<file path="src/rtl/tdc_pkg.sv">
// Shared types, constants and helpers for the ring-oscillator measurement / TDC path.
package tdc_pkg;

    localparam int unsigned                   RING_STAGES   = 16;
    localparam int unsigned                   PHASE_W       = 5;
    localparam logic [RING_STAGES-1:0]        RING_ALT_MASK = 16'hAAAA;

    typedef enum logic [1:0] {
        IDLE,
        SETTLE,
        WINDOW,
        DONE
    } meas_state_t;

    // Gray to binary: each binary bit is the XOR of all Gray bits at or above it.
    function automatic logic [31:0] gray2bin(input logic [31:0] g);
        logic [31:0] b;
        b = g;
        for (int unsigned s = 1; s < 32; s++) begin
            b = b ^ (g >> s);
        end
        return b;
    endfunction

endpackage

</file>
<file path="src/rtl/ring_phase_dec.sv">
// Ring tap decoder: 16 alternating-polarity taps to a 0..31 phase index.
module ring_phase_dec
    import tdc_pkg::*;
(
    input  logic [RING_STAGES-1:0] inv_out,
    output logic [PHASE_W-1:0]     phase
);

    logic [RING_STAGES-1:0] x;
    logic [PHASE_W-1:0]     ones;

    // Undo the alternating inversion, popcount (bubble tolerant), fold second half-period.
    always_comb begin
        x    = inv_out ^ RING_ALT_MASK;
        ones = '0;
        for (int unsigned i = 0; i < RING_STAGES; i++) begin
            ones = ones + PHASE_W'(x[i]);
        end
        // 32 - ones, taken modulo 2^PHASE_W (ones==16 maps to 16)
        phase = x[RING_STAGES-1] ? (PHASE_W'(0) - ones) : ones;
    end

endmodule

</file>
<file path="src/rtl/ring_osc_meas_ctrl.sv">
// Ring oscillator measurement sequencer: enable, settle, snapshot window, report phase steps.
module ring_osc_meas_ctrl
    import tdc_pkg::*;
#(
    parameter int unsigned COARSE_W   = 12,
    parameter int unsigned WIN_W      = 16,
    parameter int unsigned SETTLE_CYC = 4
) (
    input  logic                        clk,
    input  logic                        rst,
    input  logic                        start,
    input  logic [WIN_W-1:0]            win_cycles,
    input  logic                        osc_hold,
    input  logic [RING_STAGES-1:0]      inv_out,
    input  logic [COARSE_W-1:0]         osc_cyc_gray,
    output logic                        osc_en,
    output logic                        busy,
    output logic                        done,
    output logic [COARSE_W+PHASE_W-1:0] result
);

    localparam int unsigned SNAP_W = COARSE_W + PHASE_W;

    meas_state_t       state_q,  state_d;
    logic [WIN_W-1:0]  cnt_q,    cnt_d;
    logic [WIN_W-1:0]  win_q,    win_d;
    logic [SNAP_W-1:0] snap0_q,  snap0_d;
    logic [SNAP_W-1:0] snap1_q,  snap1_d;
    logic [SNAP_W-1:0] result_q, result_d;
    logic              osc_en_q, osc_en_d;

    logic [PHASE_W-1:0] phase;
    logic [SNAP_W-1:0]  live_snap;

    ring_phase_dec u_phase_dec (
        .inv_out (inv_out),
        .phase   (phase)
    );

    assign live_snap = {COARSE_W'(gray2bin(32'(osc_cyc_gray))), phase};

    // State and datapath registers; reset aborts and drops osc_en immediately.
    always_ff @(posedge clk or posedge rst) begin
        if (rst) begin
            state_q  <= IDLE;
            cnt_q    <= '0;
            win_q    <= '0;
            snap0_q  <= '0;
            snap1_q  <= '0;
            result_q <= '0;
            osc_en_q <= 1'b0;
        end else begin
            state_q  <= state_d;
            cnt_q    <= cnt_d;
            win_q    <= win_d;
            snap0_q  <= snap0_d;
            snap1_q  <= snap1_d;
            result_q <= result_d;
            osc_en_q <= osc_en_d;
        end
    end

    // Next-state and datapath update.
    always_comb begin
        state_d  = state_q;
        cnt_d    = cnt_q;
        win_d    = win_q;
        snap0_d  = snap0_q;
        snap1_d  = snap1_q;
        result_d = result_q;
        osc_en_d = osc_en_q;
        unique case (state_q)
            IDLE: begin
                osc_en_d = osc_hold;
                if (start) begin
                    state_d  = SETTLE;
                    osc_en_d = 1'b1;
                    win_d    = (win_cycles == '0) ? WIN_W'(1) : win_cycles;
                    cnt_d    = WIN_W'(SETTLE_CYC);
                end
            end
            SETTLE: begin
                osc_en_d = 1'b1;
                if (cnt_q == WIN_W'(1)) begin
                    snap0_d = live_snap;
                    cnt_d   = win_q;
                    state_d = WINDOW;
                end else begin
                    cnt_d = cnt_q - WIN_W'(1);
                end
            end
            WINDOW: begin
                // snap1 is taken as the count reaches zero; the following edge
                // (count already zero) enters DONE and registers the difference.
                osc_en_d = 1'b1;
                if (cnt_q == '0) begin
                    state_d  = DONE;
                    result_d = snap1_q - snap0_q;
                end else begin
                    cnt_d = cnt_q - WIN_W'(1);
                    if (cnt_q == WIN_W'(1)) begin
                        snap1_d = live_snap;
                    end
                end
            end
            DONE: begin
                state_d  = IDLE;
                osc_en_d = osc_hold;
            end
            default: state_d = IDLE;
        endcase
    end

    // Outputs decoded from registered state.
    always_comb begin
        busy   = (state_q != IDLE);
        done   = (state_q == DONE);
        osc_en = osc_en_q;
        result = result_q;
    end

endmodule
</file>
<file path="config.mk">
export PLATFORM = sky130hd
export DESIGN_NAME = ring_osc_meas_ctrl
export DESIGN_NICKNAME = d
export VERILOG_FILES = /design/src/rtl/tdc_pkg.sv /design/src/rtl/ring_phase_dec.sv /design/src/rtl/ring_osc_meas_ctrl.sv
export SDC_FILE = /design/constraint.sdc
export NUM_CORES = 1
export LEC_CHECK = 0
export ABC_AREA = 0
export BUFFER_PORTS_ARGS = -buffer_cell sky130_fd_sc_hd__buf_2
export CAP_MARGIN = 20
export CORE_AREA = 2 2 98 100
export DETAILED_ROUTE_END_ITERATION = 8
export DIE_AREA = 0 0 100 102
export HOLD_SLACK_MARGIN = 0.1
export PLACE_DENSITY = 0.88
export SYNTH_ARGS = -nofsm -noshare
export SYNTH_HDL_FRONTEND = slang
export SYNTH_SLANG_ARGS = --single-unit
</file>
<file path="constraint.sdc">
create_clock -name clk -period 3.28 [get_ports clk]
set_input_delay 0.164 -clock clk [delete_from_list [all_inputs] [get_ports clk]]
set_output_delay 0.164 -clock clk [all_outputs]
set_load 0.01 [all_outputs]
</file>
==> flow_metrics.py <==
metrics = {
    "place": {
        "io_buffers": 67,
        "dp.final_hpwl_um": 8390,
        "place_inst": 740,
        "routabilityCongestion": 0.901,
        "place_area_sq_mm": 0.00576,
    },
    "worst_hold_path": {
        "holdPathEnd": "osc_en",
        "hold_depth": 3,
        "hold_path.startpoint": "start",
        "hp-class": "input port to flip-flop",
    },
    "critical_path": {
        "cp-end-kind": "flip-flop",
        "worstSetupStartpointType": "input port",
        "cp.arrival_ns": 4.03,
        "cp.required_ns": 3.49,
        "critPathKind": "input port to flip-flop",
        "reg2reg_setup_slack_ns": 0.65,
        "path_max_fanout": 2,
        "rr_endpoint": "result[15]",
        "rr_startpoint": "snap0_q[1]",
        "r2r_cells": 9,
    },
    "detailed_routing": {
        "via_per_inst": 5.64,
        "drc_errors": 0,
        "avgRoutedWirePerCell_um": 15.2,
        "detail-route-antenna-nets": 0,
        "drtPass1Iterations": 4,
        "wirelength_um": 11800,
        "vias": 4378,
        "first_iter_violations": 223,
    },
    "cts": {
        "cts.sinks": 86,
        "cts_tree": "yes",
        "clk_path_buf_depth": 2,
        "path_clk_slew_ns": 0.09,
        "numCtsBuffers": 9,
        "h-tree-depth": 3,
        "clock_latency_ns": 0.36,
        "cts_root_buf": "clkbuf_8",
    },
    "synth": {
        "synth_edf_count": 0,
        "synthCells": 569,
        "syn_avg_cell_area_sq_um": 9.18,
        "synth_top_area_share_pct": 41.2,
        "synthesis.area_sq_mm": 0.00523,
        "yosysTopAreaCell": "dfrtp_1",
        "synth.distinct_cells": 54,
        "ys.flop_type": "dfrtp_1",
        "yosysSeqAreaShare_pct": 41.2,
        "synthesis.nets": 657,
        "synth_area_leaders": "dfrtp_1 (41%), o21ai_0 (7.9%), ha_1 (6.9%)",
        "synth_async_sr_flop_share_pct": 100,
        "ys_ff_latch": 86,
        "yosysWarnings": 0,
    },
    "sta": {
        "rsz0062_at_grt": "true",
        "period_minus_slack_ns": 3.82,
        "post-route-period-util_pct": 116,
        "fin_setup_tns_ns": -3.78,
        "hold_viol_final": 0,
        "tightest_slew_ns": 0.923,
        "layout_setup_ws_ns": -0.538,
        "maxSlewViolCount": 0,
        "relSlewSlack_pct": 38.3,
        "finClkSkew_ns": 0.0134,
        "max_freq_mhz": 262,
        "setup_violations": 8,
    },
    "global_routing": {
        "antenna_found_initial": 0,
        "overflow": 0,
        "grt_pass1_wl_um": 19500,
        "first_global_vias": 4362,
        "grt_max_degree": 41,
        "grtUsageTotal_pct": 23.9,
    },
    "floorplan": {
        "die_y_um": 102,
        "ios": 68,
        "fp-row-count": 35,
        "initial_core_util_pct": 57.4,
        "die-area_sq_mm": 0.0102,
        "core_sq_mm": 0.00911,
        "die_width_um": 100,
    },
    "layout": {
        "drive_above_1_share_pct": 20.8,
        "final_cells": 776,
        "syn2layout_area_growth_pct": 18.1,
        "n_antenna_cell": 0,
        "fill_cells": 691,
        "finalInstanceArea_sq_mm": 0.00617,
        "final_core_util_pct": 67.8,
        "nets": 748,
    },
    "pwr": {
        "p_total_mw": 6.44,
        "ir_drop_mv": 0.427,
        "p_leak_nw": 3.03,
        "powerDensity_mw_per_mm2": 1040,
    },
    "flow_run": {
        "maxCapViolCount": 0,
    },
    "status": {
        "status": "complete, but fails checks",
        "violations": "negative setup slack",
    },
}
## stage by stage
stage,hold slack (ns),setup WS [ns]
5_1_grt,0.130,-0.615
6_report,0.119,-0.538
4_1_cts,0.108,-0.548
3_5_place_dp,0.171,-1.02
2_1_floorplan,0.276,-0.637
3_3_place_gp,0.165,-0.855
## critical path, stage by stage
cell and delay (ns):
buf_8 0.08, inv_8 0.03, ha_4 0.25, inv_2 0.03, fa_1 0.50, fa_1 0.43, fa_1 0.51, fa_1 0.43
fa_2 0.35, inv_2 0.08, fa_2 0.47, inv_2 0.10, ha_4 0.13, nand2_1 0.04, o21bai_1 0.17, xnor2_1 0.17
o21ai_1 0.08
## sequential cells by signal, summed over array words and instances (netlist names)
register  count
osc_en        1
state_q       2
result       17
win_q        16
snap1_q      17
snap0_q      17
cnt_q        16
## where the power goes
part / leakage [nW] / switching (mW) / internal (mW)
clock network: 0.0889 / 0.397 / 0.300
logic: 1.93 / 2.21 / 1.73
registers: 1.01 / 0.288 / 1.51
total: 3.03 / 2.90 / 3.54
## per-layer routing
metal	share of wire, %	vias to the layer above	global-route usage, %
met5	0	-	0
li1	-	2118	-
met4	1.9	0	8.11
met2	53	128	43.5
met1	41	2105	29.3
met3	4.1	27	3.56
## cells by family after synthesis
kind of cell,after synthesis,synth area share [%]
flops,86,41.2
buf+inv,73,5.43
compound gates,156,17.8
xor+xnor,34,6.56
simple gates,159,13.4
fa+ha+maj,40,11.2
mux,21,4.50
## worst max-delay path by stage
stage,to,startpoint,slack [ns],depth (start not counted)
4_1_cts,snap0_q[4],inv_out[1],-0.55,17
3_5_place_dp,snap1_q[4],inv_out[1],-1.02,17
2_1_floorplan,snap1_q[4],inv_out[1],-0.64,16
6_report,snap0_q[4],inv_out[1],-0.54,17
5_1_grt,snap0_q[4],inv_out[1],-0.61,17
3_3_place_gp,snap1_q[4],inv_out[1],-0.85,17
## cells in the final DEF, fill, tap and decap left out, types with 4 or more instances in the layout
| cell type | netlist | final |
|---|---|---|
| a21o_1 | 6 | 6 |
| a21oi_1 | 19 | 19 |
| a22oi_1 | 4 | 4 |
| and2_1 | 4 | 4 |
| buf_2 | 5 | 65 |
| buf_4 | 1 | 14 |
| clkbuf_8 | 0 | 10 |
| dfrtp_1 | 86 | 86 |
| dlygate4sd3_1 | 0 | 19 |
| fa_1 | 11 | 9 |
| ha_1 | 29 | 27 |
| inv_1 | 53 | 48 |
| mux2_2 | 20 | 20 |
| nand2_1 | 92 | 92 |
| nand3_1 | 8 | 8 |
| nor2_1 | 21 | 20 |
| nor2b_1 | 5 | 5 |
| nor3_1 | 11 | 11 |
| nor4_1 | 6 | 6 |
| o21a_1 | 4 | 4 |
| o21ai_0 | 82 | 75 |
| o21ai_1 | 5 | 12 |
| o21bai_1 | 5 | 5 |
| o31ai_1 | 5 | 5 |
| xnor2_1 | 21 | 20 |
| xor2_1 | 8 | 7 |
## synth_stat cells (2+ instances only)
library cell,number
buf_2,5
dfrtp_1,86
nand3_1,8
nand3b_1,2
xnor2_2,2
o211ai_1,2
o31ai_1,5
xnor2_1,21
nand2_1,92
a2bb2oi_1,2
and2_1,4
xor2_2,2
nor3_1,11
fa_1,11
nor2b_1,5
a31oi_1,2
a21o_1,6
a21boi_0,2
a22oi_1,4
nor2_1,21
and3_1,2
a21oi_1,19
o21a_1,4
o21ai_1,5
o311ai_0,2
xor2_1,8
o21bai_1,5
a32oi_1,2
ha_1,29
clkbuf_1,14
inv_1,53
o21ai_0,82
nand2b_1,3
nor4_1,6
o22ai_1,3
mux2_2,20
nand4_1,2
## area by class of cell
class | count | area (sq um) | area share [%]
inverters | 53 | 208 | 3.37
clock inverters | 6 | 46.3 | 0.750
repair buffers | 100 | 647 | 10.5
flip-flops and latches | 86 | 2150 | 34.9
well taps | 111 | 139 | 2.25
clock buffers | 10 | 138 | 2.23
multi-input cells | 410 | 2840 | 46.1
## timing repair
action,4_1_cts,5_1_grt
buffers inserted,0,1
resized for setup,8,4
endpoints found under the setup margin,8,8
pin swaps,9,7
endpoints found under the hold margin,39,0
hold buffers,19,0
Note: power is estimated with default switching activity, not from simulation.
